==> config.mk <==
export PLATFORM = sky130hd
export DESIGN_NAME = mem_bus_arbiter
export DESIGN_NICKNAME = d
export VERILOG_FILES = /design/src/rtl/mem_bus_arbiter.sv
export SDC_FILE = /design/constraint.sdc
export NUM_CORES = 1
export LEC_CHECK = 0
export CORE_AREA = 2 2 121 123
export CTS_CLUSTER_DIAMETER = 40
export CTS_CLUSTER_SIZE = 10
export DETAILED_ROUTE_END_ITERATION = 10
export DIE_AREA = 0 0 123 125
export PLACE_DENSITY = 0.53
export SLEW_MARGIN = 20
export SYNTH_ARGS = -nofsm -noshare
export SYNTH_HDL_FRONTEND = slang
export SYNTH_SLANG_ARGS = --single-unit
==> constraint.sdc <==
create_clock -name clk -period 9.2 [get_ports clk]
set_input_delay 2.76 -clock clk [delete_from_list [all_inputs] [get_ports clk]]
set_output_delay 2.76 -clock clk [all_outputs]
set_load 0.05 [all_outputs]
==> src/rtl/mem_bus_arbiter.sv <==
// Two-requester memory bus arbiter (r0 = instruction fetch, r1 = memory stage).
// Optional macro ARB_STARVE_EN adds starvation promotion of requester 0.
module mem_bus_arbiter #(
    parameter int unsigned STARVE_LIMIT = 8
) (
    input  logic        clk,
    input  logic        Nrst,
    input  logic [31:0] r0_addr,
    input  logic        r0_rd_req,
    input  logic        r0_wr_req,
    input  logic [31:0] r0_wr_data,
    output logic [31:0] r0_rd_data,
    output logic        r0_wait,
    output logic        r0_gnt,
    input  logic [31:0] r1_addr,
    input  logic        r1_rd_req,
    input  logic        r1_wr_req,
    input  logic [31:0] r1_wr_data,
    input  logic        r1_lock,
    output logic [31:0] r1_rd_data,
    output logic        r1_wait,
    output logic        r1_gnt,
    output logic [31:0] busaddr,
    output logic        rd_req,
    output logic        wr_req,
    output logic [31:0] wr_data,
    input  logic [31:0] rd_data,
    input  logic        rw_wait,
    output logic [2:0]  o_dbg_state,
    output logic [3:0]  o_dbg_starve0
);

    // Handshake: a requester's transfer completes on the rising edge where it
    // sees gnt=1 and wait=0; while wait=1 it holds addr, strobes and data stable.

    typedef enum logic [2:0] {
        S_PARK  = 3'd0,
        S_IDLE  = 3'd1,
        S_BUSY0 = 3'd2,
        S_BUSY1 = 3'd3,
        S_LOCK1 = 3'd4
    } state_t;

    state_t r_state;
    state_t w_next_state;
    logic   w_r0_act;
    logic   w_r1_act;
    logic   w_gnt0;
    logic   w_gnt1;
    logic   w_promote0;

    assign w_r0_act = r0_rd_req | r0_wr_req;
    assign w_r1_act = r1_rd_req | r1_wr_req;

    always_ff @(posedge clk or negedge Nrst) begin
        if (!Nrst) begin
            r_state <= S_PARK;
        end else begin
            r_state <= w_next_state;
        end
    end

    always_comb begin
        w_next_state = S_IDLE;
        case (r_state)
            S_PARK: w_next_state = S_IDLE;
            S_IDLE, S_BUSY0, S_BUSY1: begin
                if (w_gnt0 && rw_wait) begin
                    w_next_state = S_BUSY0;
                end else if (w_gnt1 && rw_wait) begin
                    w_next_state = S_BUSY1;
                end else if (w_gnt1 && r1_lock) begin
                    w_next_state = S_LOCK1;
                end else begin
                    w_next_state = S_IDLE;
                end
            end
            S_LOCK1: w_next_state = (r1_lock || rw_wait) ? S_LOCK1 : S_IDLE;
            default: w_next_state = S_IDLE;
        endcase
    end

    // Grants are combinational so an IDLE request is served in its own cycle.
    always_comb begin
        w_gnt0 = 1'b0;
        w_gnt1 = 1'b0;
        case (r_state)
            S_IDLE: begin
                if (w_promote0) begin
                    w_gnt0 = 1'b1;
                end else if (w_r1_act) begin
                    w_gnt1 = 1'b1;
                end else if (w_r0_act) begin
                    w_gnt0 = 1'b1;
                end
            end
            S_BUSY0: w_gnt0 = w_r0_act;
            S_BUSY1: w_gnt1 = w_r1_act;
            S_LOCK1: w_gnt1 = 1'b1;
            default: begin
                w_gnt0 = 1'b0;
                w_gnt1 = 1'b0;
            end
        endcase

        busaddr = 32'd0;
        rd_req  = 1'b0;
        wr_req  = 1'b0;
        wr_data = 32'd0;
        if (w_gnt0) begin
            busaddr = r0_addr;
            rd_req  = r0_rd_req;
            wr_req  = r0_wr_req;
            wr_data = r0_wr_data;
        end else if (w_gnt1) begin
            busaddr = r1_addr;
            rd_req  = r1_rd_req;
            wr_req  = r1_wr_req;
            wr_data = r1_wr_data;
        end

        r0_gnt     = w_gnt0;
        r1_gnt     = w_gnt1;
        r0_wait    = !Nrst || (w_gnt0 ? rw_wait : w_r0_act);
        r1_wait    = !Nrst || (w_gnt1 ? rw_wait : w_r1_act);
        r0_rd_data = rd_data;
        r1_rd_data = rd_data;
    end

    assign o_dbg_state = r_state;

`ifdef ARB_STARVE_EN
    localparam logic [3:0] LP_LIMIT = 4'(STARVE_LIMIT);

    logic [3:0] r_starve0;

    always_ff @(posedge clk or negedge Nrst) begin
        if (!Nrst) begin
            r_starve0 <= 4'd0;
        end else if (w_r0_act && !w_gnt0) begin
            if (r_starve0 != 4'd15) begin
                r_starve0 <= r_starve0 + 4'd1;
            end
        end else begin
            r_starve0 <= 4'd0;
        end
    end

    // Promotion only matters in IDLE; BUSY1/LOCK1 ignore it by construction.
    assign w_promote0    = w_r0_act && (r_starve0 >= LP_LIMIT);
    assign o_dbg_starve0 = r_starve0;
`else
    assign w_promote0    = 1'b0;
    assign o_dbg_starve0 = 4'd0;
`endif

    a_limit_range: assert property (@(posedge clk)
        (STARVE_LIMIT >= 1) && (STARVE_LIMIT <= 15));

    a_gnt_exclusive: assert property (@(posedge clk) disable iff (!Nrst)
        !(r0_gnt && r1_gnt));

endmodule

---- After elaboration in Yosys (flattened, before gate mapping) ----
Index checks and enable logic that the tools add are counted.
storage, ports and cells
  register bits after elaboration ......... 3
  latch bits .............................. 0
  RAM bits ................................ 0
  ROM bits ................................ 0
  input bits .............................. 168
  output and inout port bits .............. 141
  word-level logic and storage cells ...... 35
  memories ................................ 0
cells by class
  add/sub/neg operators ................... 0
  $mul .................................... 0
  divide/modulo/power cells ............... 0
  magnitude comparators ................... 0
  equality and inequality tests ........... 4
  shift-type cells ........................ 0
  mux-type cells .......................... 20
  bitwise operators ....................... 2
  reduce and logical (&&, ||, !) cells .... 8
operators by type and width
  kind                count
  $mux 32             4
  $mux 3              4
  $mux 1              9
  $eq 3x2->1 const B  2
  $pmux 3 s2          1
  $eq 3x1->1 const B  1
  $eq 3x3->1 const B  1
  $logic_and 1x1->1   3
  $logic_or 1x1->1    3
  $pmux 1 s3          1
  $reduce_or 3->1     1
  $or 1x1->1          2
  $pmux 1 s2          1
  $logic_not 1->1     1

---- Longest topological paths before layout ----
Gate-level depths: netlist of the first run.
  depth after elaboration ................. 8
  depth in mapped cells ................... 5
  depth with buffers taken out ............ 3

---- Worst setup path before layout of the first run ----
No wires, ideal clock.
  path type ............................... input-to-output
  from .................................... input port r1_rd_req
  to ...................................... output port busaddr[22]
  arrival time ............................ 4.409 ns
  required time ........................... 6.440 ns
  slack ................................... 2.031 ns
  stages .................................. 4
  path buffers ............................ 1
  cell sequence ........................... or4b_4 -> a211oi_2 -> buf_2 -> a22o_1
between the ends
  elaborated cells on any way between the ends .. 7
  classes of those cells .................. 6 x mux; 1 x bitwise
RTL lines
  element           RTL line  source
  from (decl)       16        input logic r1_rd_req,
  $or 1x1->1        53        assign w_r1_act = r1_rd_req | r1_wr_req;
  $mux 1            91        end else if (w_r1_act) begin
  $pmux 1 s2        87        case (r_state)
  named net r0_gnt  14        output logic r0_gnt,
  $mux 32           110       if (w_gnt0) begin
  to (decl)         23        output logic [31:0] busaddr,
The timed path passes the listed nets, and every way through them passes these cells.

---- Worst setup path after layout of the first run ----
  from .................................... input port r1_rd_req
  to ...................................... output port busaddr[16]
between the ends
  cells in the longest elaborated chain, start to end .. 5
  elaborated cells on any way between the ends .. 7
  classes of those cells .................. 6 x mux; 1 x bitwise
ends and longest elaborated chain
  element         RTL line  source
  $or 1x1->1 (*)  53
  $mux 1          91
  $pmux 1 s3      87
  $mux 32         115       end else if (w_gnt1) begin
  $mux 32 (*)     110
Mark *: on every way between the ends. The rest lies on a longest branch, timed or not.

==> flow_metrics.env, run 1 <==
export IMPL_outcome="finished, final reports clean"
export IMPL_fmax_mhz=120
export IMPL_viasPerCell=3.79
export IMPL_netlist_area_um2=1430
export IMPL_worst_slew_pin_slew_ps=527
export IMPL_top_level_ports=309
export IMPL_p_per_area_nw_per_um2=187
export IMPL_dieArea_um2=15400
export IMPL_drv_slew=0
export IMPL_diodes=0
export IMPL_hpwlAfterDp_um=5810
export IMPL_ant_nets=0
export IMPL_setup_viol=0
export IMPL_hold_buffers=0
export IMPL_design_core_area_um2=14200
export IMPL_drv_cap=0
export IMPL_overflow=0
export IMPL_synth_seq_cells=3
export IMPL_fin_crit_ps=8310
export IMPL_synth_warnings=0
export IMPL_route_detailed_drc=0
export IMPL_worstPathArrival_ps=5550
export IMPL_hold_viol=0
export IMPL_skew_ps=3.74
export IMPL_irDropWorstVdd_mv=0.0660
export IMPL_cts_setup_buffers=0
export IMPL_avgSynthCellArea_um2=8.15
export IMPL_critPathMaxFanout=47
export IMPL_dieWidth_um=123
export IMPL_grt_pass1_vias=1935
export IMPL_max_slew_margin=0.647
export IMPL_num_vias=1883
export IMPL_cts_root_buf="clkbuf_16"
export IMPL_setup_tns_ps=0
export IMPL_period_share=0.903
export IMPL_synth_seq_area_share=0.0524
export IMPL_startpoint_type="input pin"
export IMPL_path_clk_slew_ps=30
export IMPL_post_cts_resized=0
export IMPL_largest_register_ffs=3
export IMPL_worstPathRequired_ps=6440
export IMPL_start_util=0.101
export IMPL_numCtsBuffers=3
export IMPL_nNetsFinal=482
export IMPL_grt_pass1_wl_um=9850
export IMPL_finalWirelength_um=6880
export IMPL_grt_max_degree=48
export IMPL_hp_class="flip-flop to flip-flop"
export IMPL_htree_levels=1
export IMPL_rsz0062_at_grt="false"
export IMPL_yosysUniqueCellTypes=26
export IMPL_grt_usage=0.0796
export IMPL_wire_per_inst_um=13.8
export IMPL_io_buffers=208
export IMPL_drive_above_1_share=0.0383
export IMPL_rows=44
export IMPL_syn_to_final_growth_pct=128
export IMPL_criticalPathCategory="input pin to output port"
export IMPL_cts_buffer_depth=2
export IMPL_dpl_cell_area_um2=3200
export IMPL_whs_ps=671
export IMPL_die_h_um=125
export IMPL_cp_end_kind="output port"
export IMPL_fin_area_um2=3270
export IMPL_cts_tree="done"
export IMPL_clock_sinks=3
export IMPL_leakagePower_nw=1.26
export IMPL_syn_instance_count=176
export IMPL_gp_congestion=0.788
export IMPL_drt_initial_drc_count=27
export IMPL_clk_latency_ps=230
export IMPL_antenna_found_initial=0
export IMPL_dr_pass1_iters=4
==> layout by cell type, fill, tap and decap left out, types with 2 or more instances in the layout <==
master	instances
a22o_1	66
o311ai_0	2
nand2b_1	2
clkbuf_16	3
nor2_1	3
inv_1	2
dfrtp_1	3
conb_1	4
clkdlybuf4s50_1	208
buf_4	4
==> synthesized netlist by cell type (all sizes together) <==
library cell / count / share of area
nor2: 3 / 0.0079
dfrtp: 3 / 0.052
buf: 79 / 0.42
or4b: 1 / 0.0096
nand2b: 2 / 0.0087
and3: 1 / 0.0044
o221a: 1 / 0.0079
conb: 1 / 0.0026
o311ai: 2 / 0.012
a22o: 66 / 0.40
nand2: 1 / 0.0026
a211oi: 2 / 0.014
a22oi: 1 / 0.0052
a21oi: 1 / 0.0035
or3: 1 / 0.0044
inv: 2 / 0.0052
o21ai: 2 / 0.0096
or3b: 1 / 0.0061
clkbuf: 3 / 0.0079
nand4bb: 1 / 0.0079
o211ai: 1 / 0.0052
a31oi: 1 / 0.0044
==> worst max-delay path, stage by stage <==
cell and delay [ps]:
clkdlybuf4s50_1 440, or4b_4 590, a211oi_4 230, buf_4 460, a22o_1 240, clkdlybuf4s50_1 800
==> metrics by stage <==
stage / setup slack (ps) / power, mW / utilization / cells
final: 892 / 0.613 / 0.231 / 497
after CTS: 868 / 0.618 / 0.231 / 497
after global routing: 754 / 0.640 / 0.231 / 497
after detailed placement: 874 / 0.546 / 0.225 / 493
after floorplan: 2030 / 0.428 / - / 179
after global placement: 905 / 0.545 / 0.225 / 493
==> worst paths after layout <==
path | slack [ps] | cells past startpoint | to | startpoint
max | 890 | 6 | busaddr[16] | r1_rd_req
min | 670 | 1 | o_dbg_state[1]$_DFF_PN0_ | o_dbg_state[1]$_DFF_PN0_
max reg2reg | 7200 | 4 | o_dbg_state[1]$_DFF_PN0_ | o_dbg_state[1]$_DFF_PN0_
min reg2reg | 670 | 1 | o_dbg_state[1]$_DFF_PN0_ | o_dbg_state[1]$_DFF_PN0_
max in group asynchronous | 6220 | 1 | o_dbg_state[2]$_DFF_PN0_ | Nrst
min in group asynchronous | 2770 | 1 | o_dbg_state[1]$_DFF_PN0_ | Nrst
==> power by group <==
part / total, mW / switching [mW] / internal, mW
combinational: 0.523 / 0.321 / 0.202
sequential: 0.0201 / 0.00458 / 0.0155
clock: 0.0698 / 0.0125 / 0.0573
==> metal layers <==
layer,GRT usage,vias up,wire length (um)
met5,0,-,0
met4,0.0341,0,200
met3,0.0228,24,872
met2,0.154,134,3470
met1,0.0764,851,2340
li1,-,874,-
==> cell families after synthesis <==
kind of cell    count (synthesis)  synth area share
buf+inv                        84             0.428
compound gates                 77             0.465
simple gates                   11            0.0515
flops                           3            0.0524
other cells                     1           0.00262
==> final cells by class <==
cell class | count | area, um2
inverters | 2 | 7.51
multi-input cells | 92 | 771
flip-flops and latches | 3 | 75.1
clock buffers | 4 | 78.8
fillers | 1543 | 10900
well taps | 184 | 230
repair buffers | 212 | 2110
No activity file was read; power rests on OpenSTA's default activity.
==> inputs of run 2 (changes only) <==
CORE_AREA = 2 2 120 122   (was 2 2 121 123)
DIE_AREA = 0 0 122 124   (was 0 0 123 125)
PLACE_DENSITY = not set   (was 0.53)
PLACE_DENSITY_LB_ADDON = 0.08   (was not set)
clock period = 8.55 ns   (was 9.2 ns; I/O delays follow)
==> flow_metrics.env, run 2 (same netlist as run 1, synthesis figures left out) <==
export IMPL_outcome="finished, final reports clean"
export IMPL_grt_pass1_vias=1910
export IMPL_design_core_area_um2=13700
export IMPL_wire_per_inst_um=16.9
export IMPL_startpoint_type="input pin"
export IMPL_drt_initial_drc_count=41
export IMPL_max_slew_margin=0.384
export IMPL_maxUsedRoutingLayer="met4"
export IMPL_cp_slowest_cell="clkdlybuf4s50_1"
export IMPL_cts_root_buf="clkbuf_16"
export IMPL_p_per_area_nw_per_um2=205
export IMPL_viasPerCell=3.82
export IMPL_met1_length_um=2620
export IMPL_setup_viol=0
export IMPL_htree_levels=1
export IMPL_setup_tns_ps=0
export IMPL_nFillCells=1491
export IMPL_drv_slew=0
export IMPL_critPathMostFrequentCell="clkdlybuf4s50_1"
export IMPL_rows=43
export IMPL_worstPathArrival_ps=5390
export IMPL_final_common_cell="clkdlybuf4s50_1"
export IMPL_cts_setup_buffers=0
export IMPL_nNetsFinal=482
export IMPL_num_vias=1885
export IMPL_period_share=0.931
export IMPL_worstPathRequired_ps=5990
export IMPL_multiInputGateArea_um2=771
export IMPL_start_util=0.105
export IMPL_top_level_ports=309
export IMPL_hold_depth=1
export IMPL_diodes=0
export IMPL_io_buffers=208
export IMPL_rsz0062_at_grt="false"
export IMPL_antenna_found_initial=0
export IMPL_dieWidth_um=122
export IMPL_dpl_cell_area_um2=3190
export IMPL_max_stage_delay_ps=820
export IMPL_critPathMaxFanout=45
export IMPL_fmax_mhz=126
export IMPL_dp_slack_ps=573
export IMPL_dieArea_um2=15100
export IMPL_largest_register_ffs=3
export IMPL_cts_buffer_depth=2
export IMPL_mostFrequentLayoutCells="clkdlybuf4s50_1 (204), a22o_1 (66), buf_4 (7)"
export IMPL_ant_nets=0
export IMPL_hp_class="flip-flop to flip-flop"
export IMPL_crit_family="buffers and inverters"
export IMPL_finalWirelength_um=8320
export IMPL_post_cts_resized=0
export IMPL_grt_pass1_wl_um=11200
export IMPL_cp_end_kind="output port"
export IMPL_path_clk_slew_ps=30
export IMPL_hold_buffers=0
export IMPL_irDropWorstVdd_mv=0.0556
export IMPL_setup_slack_ps=591
export IMPL_hpwlAfterDp_um=6840
export IMPL_drv_cap=0
export IMPL_syn_to_final_growth_pct=128
export IMPL_route_detailed_drc=0
export IMPL_clock_sinks=3
export IMPL_drive_above_1_share=0.0511
export IMPL_seqCellArea_um2=75.1
export IMPL_reg2reg_depth=4
export IMPL_die_h_um=124
export IMPL_clk_latency_ps=220
export IMPL_gp_congestion=0.678
export IMPL_fin_area_um2=3270
export IMPL_overflow=0
export IMPL_dr_wl_met2_um=4390
export IMPL_hold_viol=0
export IMPL_leakagePower_nw=1.27
export IMPL_dr_pass1_iters=4
export IMPL_skew_ps=2.14
export IMPL_criticalPathCategory="input pin to output port"
export IMPL_grt_max_degree=46
export IMPL_grt_usage=0.0962
export IMPL_cp_num_cells=6
export IMPL_path_buf_inv=3
export IMPL_dr_wl_met3_um=1070
export IMPL_fin_crit_ps=7960
export IMPL_numCtsBuffers=3
export IMPL_crit_chain="clkdlybuf4s50_1 -> or4b_4 -> a211oi_4 -> buf_4 -> a22o_1 -> clkdlybuf4s50_1"
export IMPL_worst_slew_pin_slew_ps=921
export IMPL_cts_tree="done"
-- run 2: area by class of cell --
type	instances	share of cell area
Clock buffer	4	0.0241
Inverter	2	0.00229
Multi-Input combinational cell	92	0.236
Sequential cell	3	0.0229
Tap cell	180	0.0688
Timing Repair Buffer	212	0.646
-- run 2: worst register-to-register path: stages (launching register included) --
cell and delay (ps):
dfrtp_1 440, or4b_4 540, a211oi_4 230, buf_4 300
o221a_2 240
-- run 2: per-layer routing --
layer,global-route usage,vias up
met4,0.0366,0
met3,0.0362,26
met1,0.0911,836
li1,-,873
met2,0.187,150
met5,0,-
-- run 2: final timing paths --
check                                    startpoint                        to  slack (ps)
setup reg to reg           o_dbg_state[0]$_DFF_PN0_  o_dbg_state[1]$_DFF_PN0_        6750
hold reg to reg            o_dbg_state[1]$_DFF_PN0_  o_dbg_state[1]$_DFF_PN0_         680
hold / removal             o_dbg_state[1]$_DFF_PN0_  o_dbg_state[1]$_DFF_PN0_         680
max in group asynchronous                      Nrst  o_dbg_state[0]$_DFF_PN0_        5770
setup / recovery                          r1_rd_req               wr_data[23]         590
min in group asynchronous                      Nrst  o_dbg_state[1]$_DFF_PN0_        2580
-- run 2: metrics by stage --
step                      instances  hold slack, ps  utilization  power [mW]
final                           493             680        0.238       0.670
after global routing            493             703        0.238       0.700
after CTS                       493             685        0.238       0.680
after detailed placement        489             682        0.233       0.603
after global placement          489             674        0.233       0.605
after floorplan                 179             955            -       0.460
-- run 2: power by group --
part           leakage, nW  internal (mW)  switching, mW
sequential          0.0372         0.0167        0.00516
clock               0.0382         0.0615         0.0130
combinational         1.19          0.220          0.354
total                 1.27          0.298          0.372
==> inputs of run 3 (changes only) <==
CORE_AREA = 2 2 121 123   (was 2 2 120 122)
DIE_AREA = 0 0 123 125   (was 0 0 122 124)
DONT_BUFFER_PORTS = 1   (was not set)
clock period = 7 ns   (was 8.55 ns; I/O delays follow)
==> flow_metrics.env, run 3 (same netlist as run 1, synthesis figures left out) <==
export IMPL_num_vias=1121
export IMPL_rsz0062_at_grt="false"
export IMPL_drt_initial_drc_count=52
export IMPL_largest_register_ffs=3
export IMPL_drv_cap=0
export IMPL_whs_ps=1030
export IMPL_cts_root_buf="clkbuf_16"
export IMPL_worstPathArrival_ps=4080
export IMPL_clk_latency_ps=220
export IMPL_cts_buffer_depth=2
export IMPL_setup_tns_ps=0
export IMPL_clock_sinks=3
export IMPL_hpwlAfterDp_um=4180
export IMPL_start_util=0.101
export IMPL_die_h_um=125
export IMPL_mostFrequentLayoutCells="a22o_1 (66), conb_1 (4)"
export IMPL_critPathMaxFanout=52
export IMPL_diodes=0
export IMPL_syn_to_final_growth_pct=-16.0
export IMPL_cp_end_kind="output port"
export IMPL_finalWirelength_um=4940
export IMPL_grt_pass1_wl_um=6290
export IMPL_max_slew_margin=0.340
export IMPL_outcome="finished, final reports clean"
export IMPL_io_buffers=0
export IMPL_fmax_mhz=162
export IMPL_cts_setup_buffers=0
export IMPL_htree_levels=1
export IMPL_numCtsBuffers=3
export IMPL_top_level_ports=309
export IMPL_viasPerCell=3.88
export IMPL_period_share=0.883
export IMPL_nNetsFinal=274
export IMPL_ant_nets=0
export IMPL_dieWidth_um=123
export IMPL_p_per_area_nw_per_um2=478
export IMPL_gp_congestion=0.656
export IMPL_dr_pass1_iters=4
export IMPL_grt_usage=0.0533
export IMPL_hold_viol=0
export IMPL_antenna_found_initial=0
export IMPL_route_detailed_drc=0
export IMPL_grt_pass1_vias=1096
export IMPL_dp_cells=285
export IMPL_grt_max_degree=56
export IMPL_skew_ps=0.963
export IMPL_worstPathRequired_ps=4900
export IMPL_overflow=0
export IMPL_post_cts_resized=0
export IMPL_startpoint_type="input pin"
export IMPL_worst_slew_pin_slew_ps=984
export IMPL_hp_class="flip-flop to flip-flop"
export IMPL_fin_crit_ps=6180
export IMPL_dieArea_um2=15400
export IMPL_drv_slew=0
export IMPL_nFillCells=1649
export IMPL_leakagePower_nw=0.462
export IMPL_rows=44
export IMPL_final_common_cell="a22o_1"
export IMPL_hold_buffers=0
export IMPL_cts_tree="done"
export IMPL_drive_above_1_share=0.114
export IMPL_setup_viol=0
export IMPL_design_core_area_um2=14200
export IMPL_wire_per_inst_um=17.1
export IMPL_path_clk_slew_ps=30
export IMPL_criticalPathCategory="input pin to output port"
export IMPL_irDropWorstVdd_mv=0.0780
export IMPL_final_cells=289
run 3: cell types whose count changed in the layout (fill, tap and decap cells not counted), sizes merged:
cell and change:
buf -4, clkdlybuf4s50 -204
run 3: path summary, 6_finish.rpt:
check / start / endpoint / slack [ps] / cells after the start
min reg2reg: o_dbg_state[1]$_DFF_PN0_ / o_dbg_state[1]$_DFF_PN0_ / 1030 / 1
max reg2reg: o_dbg_state[0]$_DFF_PN0_ / o_dbg_state[1]$_DFF_PN0_ / 4960 / 4
min in group asynchronous: Nrst / o_dbg_state[1]$_DFF_PN0_ / 1580 / 0
min: o_dbg_state[1]$_DFF_PN0_ / o_dbg_state[1]$_DFF_PN0_ / 1030 / 1
max: r1_rd_req / wr_data[27] / 820 / 4
max in group asynchronous: Nrst / o_dbg_state[2]$_DFF_PN0_ / 5360 / 0
run 3: final cells by class:
| class | instances | area (um2) | area share |
|---|---|---|---|
| Multi-Input combinational cell | 92 | 771 | 0.640 |
| Tap cell | 184 | 230 | 0.191 |
| Clock buffer | 4 | 78.8 | 0.0654 |
| Sequential cell | 3 | 75.1 | 0.0623 |
| Timing Repair Buffer | 4 | 42.5 | 0.0353 |
| Inverter | 2 | 7.51 | 0.00623 |
run 3: routing by layer:
metal / track usage / routed length [um] / up-vias
met5: 0 / 0 / -
met3: 0.0128 / 539 / 22
met1: 0.0425 / 1360 / 504
li1: - / - / 458
met2: 0.111 / 2860 / 137
met4: 0.0301 / 181 / 0
run 3: critical path, stage by stage:
cell      delay, ps
or4b_4          560
a211oi_4        230
buf_4           560
a22o_1          580
run 3: per-stage QoR:
stage	power, mW	cell area, um2	worst slack (ps)	utilization
after detailed placement	0.490	1130	822	0.0793
after global placement	0.493	1130	880	0.0793
after CTS	0.580	1200	816	0.0848
after global routing	0.600	1200	706	0.0848
final	0.576	1200	816	0.0848
after floorplan	0.562	1450	1150	-
run 3: power breakdown:
group          switching (mW)  internal (mW)  total [mW]  leakage (nW)
logic                   0.375         0.0739       0.449         0.387
clock network          0.0145         0.0751      0.0895        0.0382
registers              0.0174         0.0201      0.0375        0.0372
total                   0.407          0.169       0.576         0.462
